`src/rtl/demod_segment_frame_ctrl.sv`:
```
// Deserialises WIDTH-bit demodulated words into NUM_SEG-segment frames.
// A collect buffer fills while the previous frame is held on a valid/ready output.
module demod_segment_frame_ctrl #(
  parameter int WIDTH   = 32,
  parameter int NUM_SEG = 10,
  localparam int CNT_W  = $clog2(NUM_SEG + 1)
) (
  input  logic                     clk,
  input  logic                     reset,
  input  logic                     start,
  input  logic                     in_valid,
  input  logic [WIDTH-1:0]         input_bit,
  output logic                     in_ready,
  output logic [NUM_SEG*WIDTH-1:0] segments_out,
  output logic                     out_valid,
  input  logic                     out_ready,
  output logic                     busy,
  output logic [CNT_W-1:0]         word_count
);

  localparam logic [CNT_W-1:0] FULL_CNT = CNT_W'(NUM_SEG);

  logic [CNT_W-1:0]         word_count_reg;
  logic [NUM_SEG*WIDTH-1:0] segments_reg;
  logic                     out_valid_reg;
  logic [NUM_SEG*WIDTH-1:0] collect_flat;

  logic full;
  logic accept;
  logic transfer;
  logic abort;

  assign full     = (word_count_reg == FULL_CNT);
  assign in_ready = start && (word_count_reg < FULL_CNT);
  assign accept   = in_valid && in_ready;
  assign transfer = full && (!out_valid_reg || out_ready);
  // A full frame is never aborted; only a partially filled one is dropped.
  assign abort    = !start && !full && (word_count_reg != '0);

  for (genvar gi = 0; gi < NUM_SEG; gi++) begin : g_seg
    logic [WIDTH-1:0] seg_reg;

    always_ff @(posedge clk or posedge reset) begin
      if (reset) begin
        seg_reg <= '0;
      end else if (accept && (word_count_reg == CNT_W'(gi))) begin
        seg_reg <= input_bit;
      end
    end

    assign collect_flat[gi*WIDTH +: WIDTH] = seg_reg;
  end

  // Transfer and consume on the same edge keep out_valid high: no bubble.
  always_ff @(posedge clk or posedge reset) begin
    if (reset) begin
      word_count_reg <= '0;
      out_valid_reg  <= 1'b0;
      segments_reg   <= '0;
    end else begin
      if (transfer) begin
        segments_reg   <= collect_flat;
        out_valid_reg  <= 1'b1;
        word_count_reg <= '0;
      end else begin
        if (out_valid_reg && out_ready) begin
          out_valid_reg <= 1'b0;
        end
        if (accept) begin
          word_count_reg <= word_count_reg + CNT_W'(1);
        end else if (abort) begin
          word_count_reg <= '0;
        end
      end
    end
  end

  assign segments_out = segments_reg;
  assign out_valid    = out_valid_reg;
  assign word_count   = word_count_reg;
  assign busy         = (word_count_reg != '0) || out_valid_reg;

endmodule

```
`config.mk`:
```
export PLATFORM = sky130hd
export DESIGN_NAME = demod_segment_frame_ctrl
export DESIGN_NICKNAME = d
export VERILOG_FILES = /design/src/rtl/demod_segment_frame_ctrl.sv
export SDC_FILE = /design/constraint.sdc
export NUM_CORES = 1
export LEC_CHECK = 0
export BUFFER_PORTS_ARGS = -buffer_cell sky130_fd_sc_hd__buf_2
export CAP_MARGIN = 20
export CELL_PAD_IN_SITES_DETAIL_PLACEMENT = 1
export CELL_PAD_IN_SITES_GLOBAL_PLACEMENT = 2
export CORE_UTILIZATION = 25
export DETAILED_ROUTE_END_ITERATION = 12
export PLACE_DENSITY = 0.62
export RECOVER_POWER = 100
export REMOVE_ABC_BUFFERS = 1
export SYNTH_ARGS = -nofsm -noshare
export SYNTH_HDL_FRONTEND = slang
export SYNTH_SLANG_ARGS = --single-unit
```
`constraint.sdc`:
```
create_clock -name clk -period 23.7 [get_ports clk]
set_clock_uncertainty 0.05 [all_clocks]
set_input_delay 1.185 -clock clk [delete_from_list [all_inputs] [get_ports clk]]
set_output_delay 1.185 -clock clk [all_outputs]
set_load 0.02 [all_outputs]
```
==> flow_summary.json <==
{
  "status": "finished, violations left",
  "violations": "capacitance limit, slew limit",
  "ys_async_sr_fraction_pct": 100,
  "fin_area_sq_um": 29300,
  "io_buffers": 363,
  "synth_ff_type": "dfrtp_1",
  "dp.cells": 2983,
  "max_stage_delay_ns": 3.01,
  "core-area_sq_um": 95600,
  "synth-edff-count": 0,
  "postSynthCellCount": 1432,
  "yosysWarnings": 0,
  "grt_usage_pct": 13.1,
  "slowest_stage": "clkbuf_1",
  "setup_tns_ns": 0,
  "cts_sinks": 645,
  "p_per_area_nw_per_um2": 91.4,
  "rows": 113,
  "dpl_cell_area_sq_um": 27300,
  "fin_ws_ns": 13.17,
  "worstPathArrival_ns": 11.01,
  "hold_violations": 0,
  "cts_tree": "yes",
  "crit_chain": "inv_1 > ha_1 > nor2b_1 > and3_1 > clkbuf_1 > clkbuf_1 > clkbuf_1 > mux2_2",
  "grt.overflow.total": 0,
  "ys_types": 30,
  "die-area_sq_um": 98400,
  "synthXorXnorAreaFrac_pct": 0,
  "drive_gt1_share_pct": 42.5,
  "grt_max_degree": 121,
  "rsz0062_at_grt": "false",
  "worstSetupPathType": "reg -> reg",
  "netlist_top_cells_count": "dfrtp_1 (645), mux2_2 (621), buf_1 (32)",
  "detail_route.first_pass.iterations": 4,
  "synth_area_sq_um": 24300,
  "cts-resized-gates": 0,
  "cts_buffer_depth": 3,
  "drtIter0Drc": 503,
  "cellLeakagePower_nw": 14.2,
  "syn_avg_cell_area_sq_um": 17.0,
  "vias": 13300,
  "grt_first_pass_wirelength_mm": 97.3,
  "place_congestion": 0.716,
  "setup-violations-final": 0,
  "start_util_pct": 25.4,
  "htreeDepth": 3,
  "slew_headroom_pct": -244,
  "fmaxAchievable_mhz": 95.0,
  "peakVddDrop_uv": 45.8,
  "cts-hold-fix-buffers": 0,
  "final_cells": 3116,
  "antenna_found_initial": 0,
  "wl_mm": 63.1,
  "synth_top_area_cell": "dfrtp_1",
  "cp_max_fo": 71,
  "post_cts_buffers": 0,
  "synth_top_family_by_area": "multiplexers",
  "crit_top_cell": "clkbuf_1",
  "finalMaxSlewViolations": 959,
  "synth_fa_ha_area_share_pct": 0.206,
  "yosysTopAreaCellShare_pct": 66.5,
  "ys_ff_latch": 645,
  "synthMuxAreaShare_pct": 29.7,
  "synthTopCellsByArea": "dfrtp_1 (66%), mux2_2 (29%), mux2_1 (0.88%), buf_6 (0.83%), buf_4 (0.71%)",
  "worst_pin_slew_ns": 5.13,
  "worst_setup_path_start_kind": "register",
  "hold_class": "reg -> reg",
  "post-place-ws_ns": 18.19,
  "insertion_delay_ns": 0.61,
  "finalCritPeriodShare_pct": 44.4,
  "die_x_microns": 314,
  "cp.required_ns": 24.18,
  "cts_buffers": 76,
  "ys_seq_area_share_pct": 66.5,
  "drcViolationCount": 0,
  "grt_pass1_vias": 14800,
  "die_height_microns": 314,
  "synthSimpleGateAreaFrac_pct": 0.747,
  "end_kind": "register",
  "clk_pin_slew_ns": 0.06,
  "routed_via_density": 4.28,
  "cap_violations": 22,
  "syn_to_final_growth_pct": 20.8,
  "cts_root_buffer": "clkbuf_16",
  "min_period_ns": 10.53,
  "drt-wirelength-per-cell_microns": 20.2,
  "ant_nets": 0,
  "synth_compound_area_share_pct": 0.242,
  "yosysMostFrequentCell": "dfrtp_1",
  "fin_util_pct": 30.7,
  "dp_hpwl_mm": 40.6,
  "finish.net_count": 1837,
  "num_io_pins": 364
}
==> cells in the final DEF (no fill, tap or decap), drive strengths merged <==
master,synthesis,layout
a21boi,1,1
a21oi,2,2
a22oi,1,1
a31o,1,1
a32o,1,1
and2,2,2
and3,1,1
buf,100,39
bufinv,0,7
clkbuf,0,455
clkinv,0,10
clkinvlp,0,4
dfrtp,645,645
diode,0,1
ha,4,4
inv,3,6
mux2,640,640
mux2i,1,1
nand2,11,11
nand2b,2,2
nand3,3,3
nand4,2,2
nor2,2,2
nor2b,1,1
nor3,2,2
nor3b,2,2
nor4b,1,1
o21ai,3,3
or4b,1,1
==> power breakdown <==
group / switching, W / internal [W] / total [W]
Sequential: 0.0000590 / 0.00123 / 0.00129
Combinational: 0.0000855 / 0.000108 / 0.000193
Clock: 0.000458 / 0.000741 / 0.00120
Total: 0.000603 / 0.00208 / 0.00268
==> kinds of logic after synthesis <==
family,count (synthesis)
flip-flops,645
multiplexers,641
buffers and inverters,103
AND/OR/NAND/NOR,30
AO/OA/AOI/OAI,9
adder cells (fa/ha/maj),4
==> layer usage <==
layer  routed length, microns  GRT usage (%)  share of wire (%)  vias up
li1                         -              -                  -     5772
met1                    26800           16.4                 43     7208
met2                    31400           21.7                 50      277
met3                     3370           3.67                5.3       90
met4                     1470           4.05                2.3        0
met5                        0              0                  0        -
==> metrics by stage <==
stage	hold slack [ns]	total power, W
final	0.434	0.00268
after global placement	0.414	0.00149
after global routing	0.453	0.00281
after floorplan	0.409	0.00144
after CTS	0.436	0.00274
after detailed placement	0.423	0.00151
==> critical path, delay by kind of cell (launching register included) <==
family	cells	cell delay (ns)
buffers and inverters	4	7.40
DFF	1	0.43
and+or+nand+nor	2	1.60
adders and majority gates	1	0.20
muxes	1	0.59
==> worst paths after layout <==
kind	start	to	slack [ns]	depth (start not counted)
max in group asynchronous	reset	segments_out[282]	13.22	6
worst max register to register	word_count[0]	segments_out[107]	13.17	8
min in group asynchronous	reset	segments_out[161]	2.05	2
worst min register to register	segments_out[139]	segments_out[139]	0.43	1
worst min-delay path	segments_out[139]	segments_out[139]	0.43	1
worst max-delay path	word_count[0]	segments_out[107]	13.17	8
==> layout make-up <==
type | count | area (sq um)
Clock inverter | 24 | 337
Multi-Input combinational cell | 684 | 7490
Inverter | 3 | 12.5
Timing Repair Buffer | 386 | 1510
Fill cell | 10200 | 66200
Tap cell | 1265 | 1580
Antenna cell | 1 | 2.50
Sequential cell | 645 | 16100
Clock buffer | 108 | 2260
Power figures use the tool's default switching activity.
